[config.mk]
export PLATFORM = sky130hd
export DESIGN_NAME = fifo_wr_arbiter
export DESIGN_NICKNAME = d
export VERILOG_FILES = /design/src/rtl/fifo_wr_arbiter.sv
export SDC_FILE = /design/constraint.sdc
export NUM_CORES = 1
export LEC_CHECK = 0
export ABC_AREA = 1
export CAP_MARGIN = 20
export CELL_PAD_IN_SITES_DETAIL_PLACEMENT = 1
export CELL_PAD_IN_SITES_GLOBAL_PLACEMENT = 1
export CORE_MARGIN = 5
export CORE_UTILIZATION = 21
export CTS_CLUSTER_SIZE = 24
export DETAILED_ROUTE_END_ITERATION = 16
export PLACE_DENSITY = 0.8
export SLEW_MARGIN = 15
export SYNTH_ARGS = -nofsm -noshare
export SYNTH_HDL_FRONTEND = slang
export SYNTH_SLANG_ARGS = --single-unit
export TNS_END_PERCENT = 1
[constraint.sdc]
create_clock -name clk -period 1.6 [get_ports clk]
set_clock_uncertainty 0.15 [all_clocks]
set_input_delay 0.24 -clock clk [delete_from_list [all_inputs] [get_ports clk]]
set_output_delay 0.24 -clock clk [all_outputs]
set_load 0.02 [all_outputs]
[src/rtl/fifo_wr_arbiter.sv]
// Round-robin arbiter sharing one sync_fifo write port among NUM_REQ
// valid/ready producers, with bounded bursts per grant.
module fifo_wr_arbiter #(
  parameter int unsigned NUM_REQ    = 4,
  parameter int unsigned DATA_WIDTH = 8,
  parameter int unsigned BURST_LEN  = 4
) (
  input  logic                          clk,
  input  logic                          rst_n,
  input  logic [NUM_REQ-1:0]            req_valid,
  input  logic [NUM_REQ*DATA_WIDTH-1:0] req_data,
  output logic [NUM_REQ-1:0]            req_ready,
  input  logic                          fifo_full,
  output logic                          fifo_wr_en,
  output logic [DATA_WIDTH-1:0]         fifo_din,
  output logic                          grant_valid,
  output logic [$clog2(NUM_REQ)-1:0]    grant_id
);

  localparam int unsigned ID_W  = $clog2(NUM_REQ);
  localparam int unsigned CNT_W = $clog2(BURST_LEN) + 1;

  typedef enum logic {
    IDLE  = 1'b0,
    GRANT = 1'b1
  } state_t;

  state_t            state, state_nxt;
  logic [ID_W-1:0]   grant_id_nxt;
  logic [ID_W-1:0]   last_id, last_id_nxt;
  logic [CNT_W-1:0]  beat_cnt, beat_cnt_nxt;

  logic              hi_found, lo_found;
  logic [ID_W-1:0]   hi_id, lo_id, pick_id;
  logic              cur_valid;
  logic [DATA_WIDTH-1:0] cur_data;

  assign grant_valid = (state == GRANT);

  // Round-robin pick: lowest valid index above last_id, else lowest overall
  always_comb begin
    hi_found = 1'b0;
    lo_found = 1'b0;
    hi_id    = '0;
    lo_id    = '0;
    for (int unsigned i = 0; i < NUM_REQ; i++) begin
      if (req_valid[i]) begin
        if (ID_W'(i) > last_id) begin
          if (!hi_found) begin
            hi_found = 1'b1;
            hi_id    = ID_W'(i);
          end
        end else if (!lo_found) begin
          lo_found = 1'b1;
          lo_id    = ID_W'(i);
        end
      end
    end
    pick_id = hi_found ? hi_id : lo_id;
  end

  // Select valid and data of the current grantee
  always_comb begin
    cur_valid = 1'b0;
    cur_data  = '0;
    for (int unsigned i = 0; i < NUM_REQ; i++) begin
      if (ID_W'(i) == grant_id) begin
        cur_valid = req_valid[i];
        cur_data  = req_data[i*DATA_WIDTH +: DATA_WIDTH];
      end
    end
  end

  // Next-state, burst counting and write-port outputs
  always_comb begin
    state_nxt    = state;
    grant_id_nxt = grant_id;
    last_id_nxt  = last_id;
    beat_cnt_nxt = beat_cnt;
    req_ready    = '0;
    fifo_wr_en   = 1'b0;
    fifo_din     = '0;
    case (state)
      IDLE: begin
        if (hi_found || lo_found) begin
          grant_id_nxt = pick_id;
          beat_cnt_nxt = '0;
          state_nxt    = GRANT;
        end
      end
      GRANT: begin
        for (int unsigned i = 0; i < NUM_REQ; i++) begin
          if (ID_W'(i) == grant_id) begin
            req_ready[i] = ~fifo_full;
          end
        end
        fifo_wr_en = cur_valid & ~fifo_full;
        fifo_din   = cur_data;
        if (!cur_valid) begin
          // Requester released the grant early
          state_nxt    = IDLE;
          last_id_nxt  = grant_id;
          grant_id_nxt = '0;
        end else if (!fifo_full) begin
          beat_cnt_nxt = beat_cnt + CNT_W'(1);
          if (beat_cnt == CNT_W'(BURST_LEN - 1)) begin
            state_nxt    = IDLE;
            last_id_nxt  = grant_id;
            grant_id_nxt = '0;
          end
        end
      end
      default: state_nxt = IDLE;
    endcase
  end

  // State register; last_id resets to the top index so requester 0 wins first
  always_ff @(posedge clk or negedge rst_n) begin
    if (!rst_n) begin
      state    <= IDLE;
      grant_id <= '0;
      last_id  <= ID_W'(NUM_REQ - 1);
      beat_cnt <= '0;
    end else begin
      state    <= state_nxt;
      grant_id <= grant_id_nxt;
      last_id  <= last_id_nxt;
      beat_cnt <= beat_cnt_nxt;
    end
  end

endmodule

==> metrics.md <==
| Metric | Value |
|---|---|
| Total track usage | `0.153` |
| Cell Area, Placed | `0.00156 mm^2` |
| Leakage | `slightly above 0.8 nW` |
| Core ar. | `roughly 0.0036 mm^2` |
| Routed vias | `1210` |
| Period Utilization, post-route | `1.14` |
| Initial DRC Count | `38` |
| Routed WL | `3940 um` |
| YS warnings | `0` |
| HPWL Detailed | `3130 um` |
| Slew margin rel. | `0.732` |
| Setup CP Type | `reg2out` |
| Most frequent cells in the layout | `clkdlybuf4s50_1, nand2_1, buf_4, buf_6, o21ai_1` |
| Largest net degree at the start of global routing | `9` |
| CTS root buffer | `clkbuf_8` |
| EDFF count, synth | `0` |
| Max VDD drop | `between 0.7 and 0.8 mV` |
| Initial antenna violation count | `0` |
| Area grow syn2layout | `125%` |
| Number of hold buffers added after cts | `0` |
| First-pass GRT wire length | `a little over 6000 um` |
| TritonCTS clock tree | `yes` |
| Clk pin slew, worst setup/hold paths | `around 0.05 ns` |
| Commonest non-fill, non-tap cell in the layout | `clkdlybuf4s50_1` |
| CP required | `1.21 ns` |
| Ys flop type | `dfrtp_1` |
| Seq pwr share | `0.126` |
| # port buffers | `between 50 and 60` |
| Switching part of the total power | `0.491` |
| Sequential-to-total area share from yosys stat | `0.262` |
| Crit. End Element | `output port` |
| Startpoint Class | `register` |
| Final instance area | `~0.0017 mm^2` |
| First drt pass iteration count | `4` |
| Cell area after synthesis | `between 700 and 800 um^2` |
| Post-DRT Antenna Nets | `0` |
| Die area | `about 0.005 mm^2` |
| Layout cells sized above 1 | `0.378` |
| Vias in the first global route | `1324` |
| Worst Hold Class | `in2async` |
| Endpoints failing hold | `0` |
| Nets | `251` |
| H-tree levels | `1` |
| DRC | `0` |
| RSZ-0062 raised after global routing | `yes` |
| Slew @ Worst Pin | `0.400 ns` |
| Synth Net Count | `170` |
| Maximum clock frequency | `0.548 GHz` |
| Via density | `4.71` |
| CTS Buf Count | `3` |
| Switching power | `1.54 mW` |
| Worst hold margin | `between 0.1 and 0.15 ns` |
| Die width | `70.7 um` |
| Worst setup margin | `-0.225 ns` |
| Violated checks | `setup timing` |
| Die height | `70.7 um` |
| WL per Instance | `15.3 um` |
| Filler instances | `450` |
| Num Clock Sinks | `8` |
| CP Max Fanout | `4` |
| Max-cap viol count | `0` |
| Worst skew pair latency | `0.23 ns` |
| Internal power | `1.60 mW` |
| GRT overflow | `0` |
| Comb power frac | `0.790` |
| Synthesized area per cell | `6.00 um^2` |
| CP arrival | `around 1.4 ns` |
| Post-synthesis cell count | `129` |
| RePlAce Congestion | `0.847` |
| Clock share of power | `0.083` |
| Storage cell area | `205 um^2` |
| Synth async-reset ratio | `1.00` |
| Status | `finished with violations` |
| Multi-input gate area | `607 um^2` |
| Post-synthesis cell type count | `21` |
| Final Critical Period | `1.82 ns` |
| Pwr dens | `between 1500 and 2000 mW/mm^2` |
| Final setup fails | `12` |
| Synthesized flop and latch total | `8` |
| Starting Density | `0.215` |
| Ant. Diodes | `0` |
| Final max-slew violation count | `0` |
| Row cnt | `22` |
| I/O pin total | `55` |
| Clock Tree Buf Depth | `2` |
worst paths after layout:
path / start / cells past startpoint / endpoint / slack (ns)
worst max register to register: grant_id[1] / 10 / beat_cnt[0] / -0.01
worst min register to register: last_id[0] / 2 / last_id[0] / 0.36
max in group asynchronous: rst_n / 1 / last_id[1] / 0.82
worst max-delay path: grant_id[1] / 7 / fifo_din[3] / -0.22
min in group clk: fifo_full / 5 / grant_valid / 0.30
worst min-delay path: rst_n / 1 / beat_cnt[0] / 0.15
power by group through the flow:
stage	registers (mW)	logic, mW	clock network (mW)
after global routing	0.410	2.66	0.276
after detailed placement	0.379	2.17	0
final	0.397	2.48	0.261
after global placement	0.368	2.07	0
after floorplan	0.436	1.06	0
after CTS	0.393	2.34	0.267
critical path: stages, from the launching register on:
cell	delay, ns
dfrtp_1	0.42
inv_2	0.12
buf_6	0.12
o21ai_2	0.05
o21ai_1	0.12
o21ai_1	0.09
a21oi_2	0.13
buf_4	0.16
synth_stat cells, types with 2 or more instances:
master,count,share of area
o21ai_0,22,0.14
inv_1,12,0.058
a21oi_1,7,0.045
dfstp_2,2,0.068
nand2_2,4,0.032
o21ai_1,4,0.026
ha_1,2,0.032
nand2_1,37,0.18
dfrtp_1,6,0.19
nand3_1,11,0.071
inv_2,3,0.015
o211ai_1,2,0.019
nor2_1,9,0.044
flip-flops by register name, indices dropped and copies added, names as in the netlist:
register	count
beat_cnt	3
grant_id	2
grant_valid	1
last_id	2
final cells by class:
| class | count | area share |
|---|---|---|
| clock buffers | 4 | 0.0259 |
| inverters | 16 | 0.0431 |
| multi-input cells | 103 | 0.348 |
| flip-flops and latches | 8 | 0.118 |
| well taps | 48 | 0.0345 |
| repair buffers | 78 | 0.430 |
cell families after synthesis:
group	share of synthesized area
adder cells (fa/ha/maj)	0.0323
AO/OA/AOI/OAI	0.241
flip-flops	0.262
buffers and inverters	0.102
AND/OR/NAND/NOR	0.363
stage by stage:
step                cells  power, mW  utilization  setup WS (ns)  setup TNS [ns]
floorplan             129       1.50            -        -0.0852          -0.459
global placement      249       2.44        0.432         -0.603           -6.56
CTS                   254       3.00        0.463         -0.215           -1.99
global route          257       3.35        0.483         -0.285           -3.06
detailed placement    249       2.55        0.432         -0.682           -7.74
finish                257       3.14        0.483         -0.225           -1.89
timing repair:
item                       4_1_cts  5_1_grt
setup endpoints to repair       19       19
resized for setup              103       20
pin swaps                        5        9
buffers inserted                 1        3
per-layer routing:
metal  global-route usage  wire [um]
met1                0.164       1570
met2                0.311       2150
met3               0.0170        154
met4               0.0397         71
met5                    0          0
Note: power is estimated with default switching activity, not from simulation.
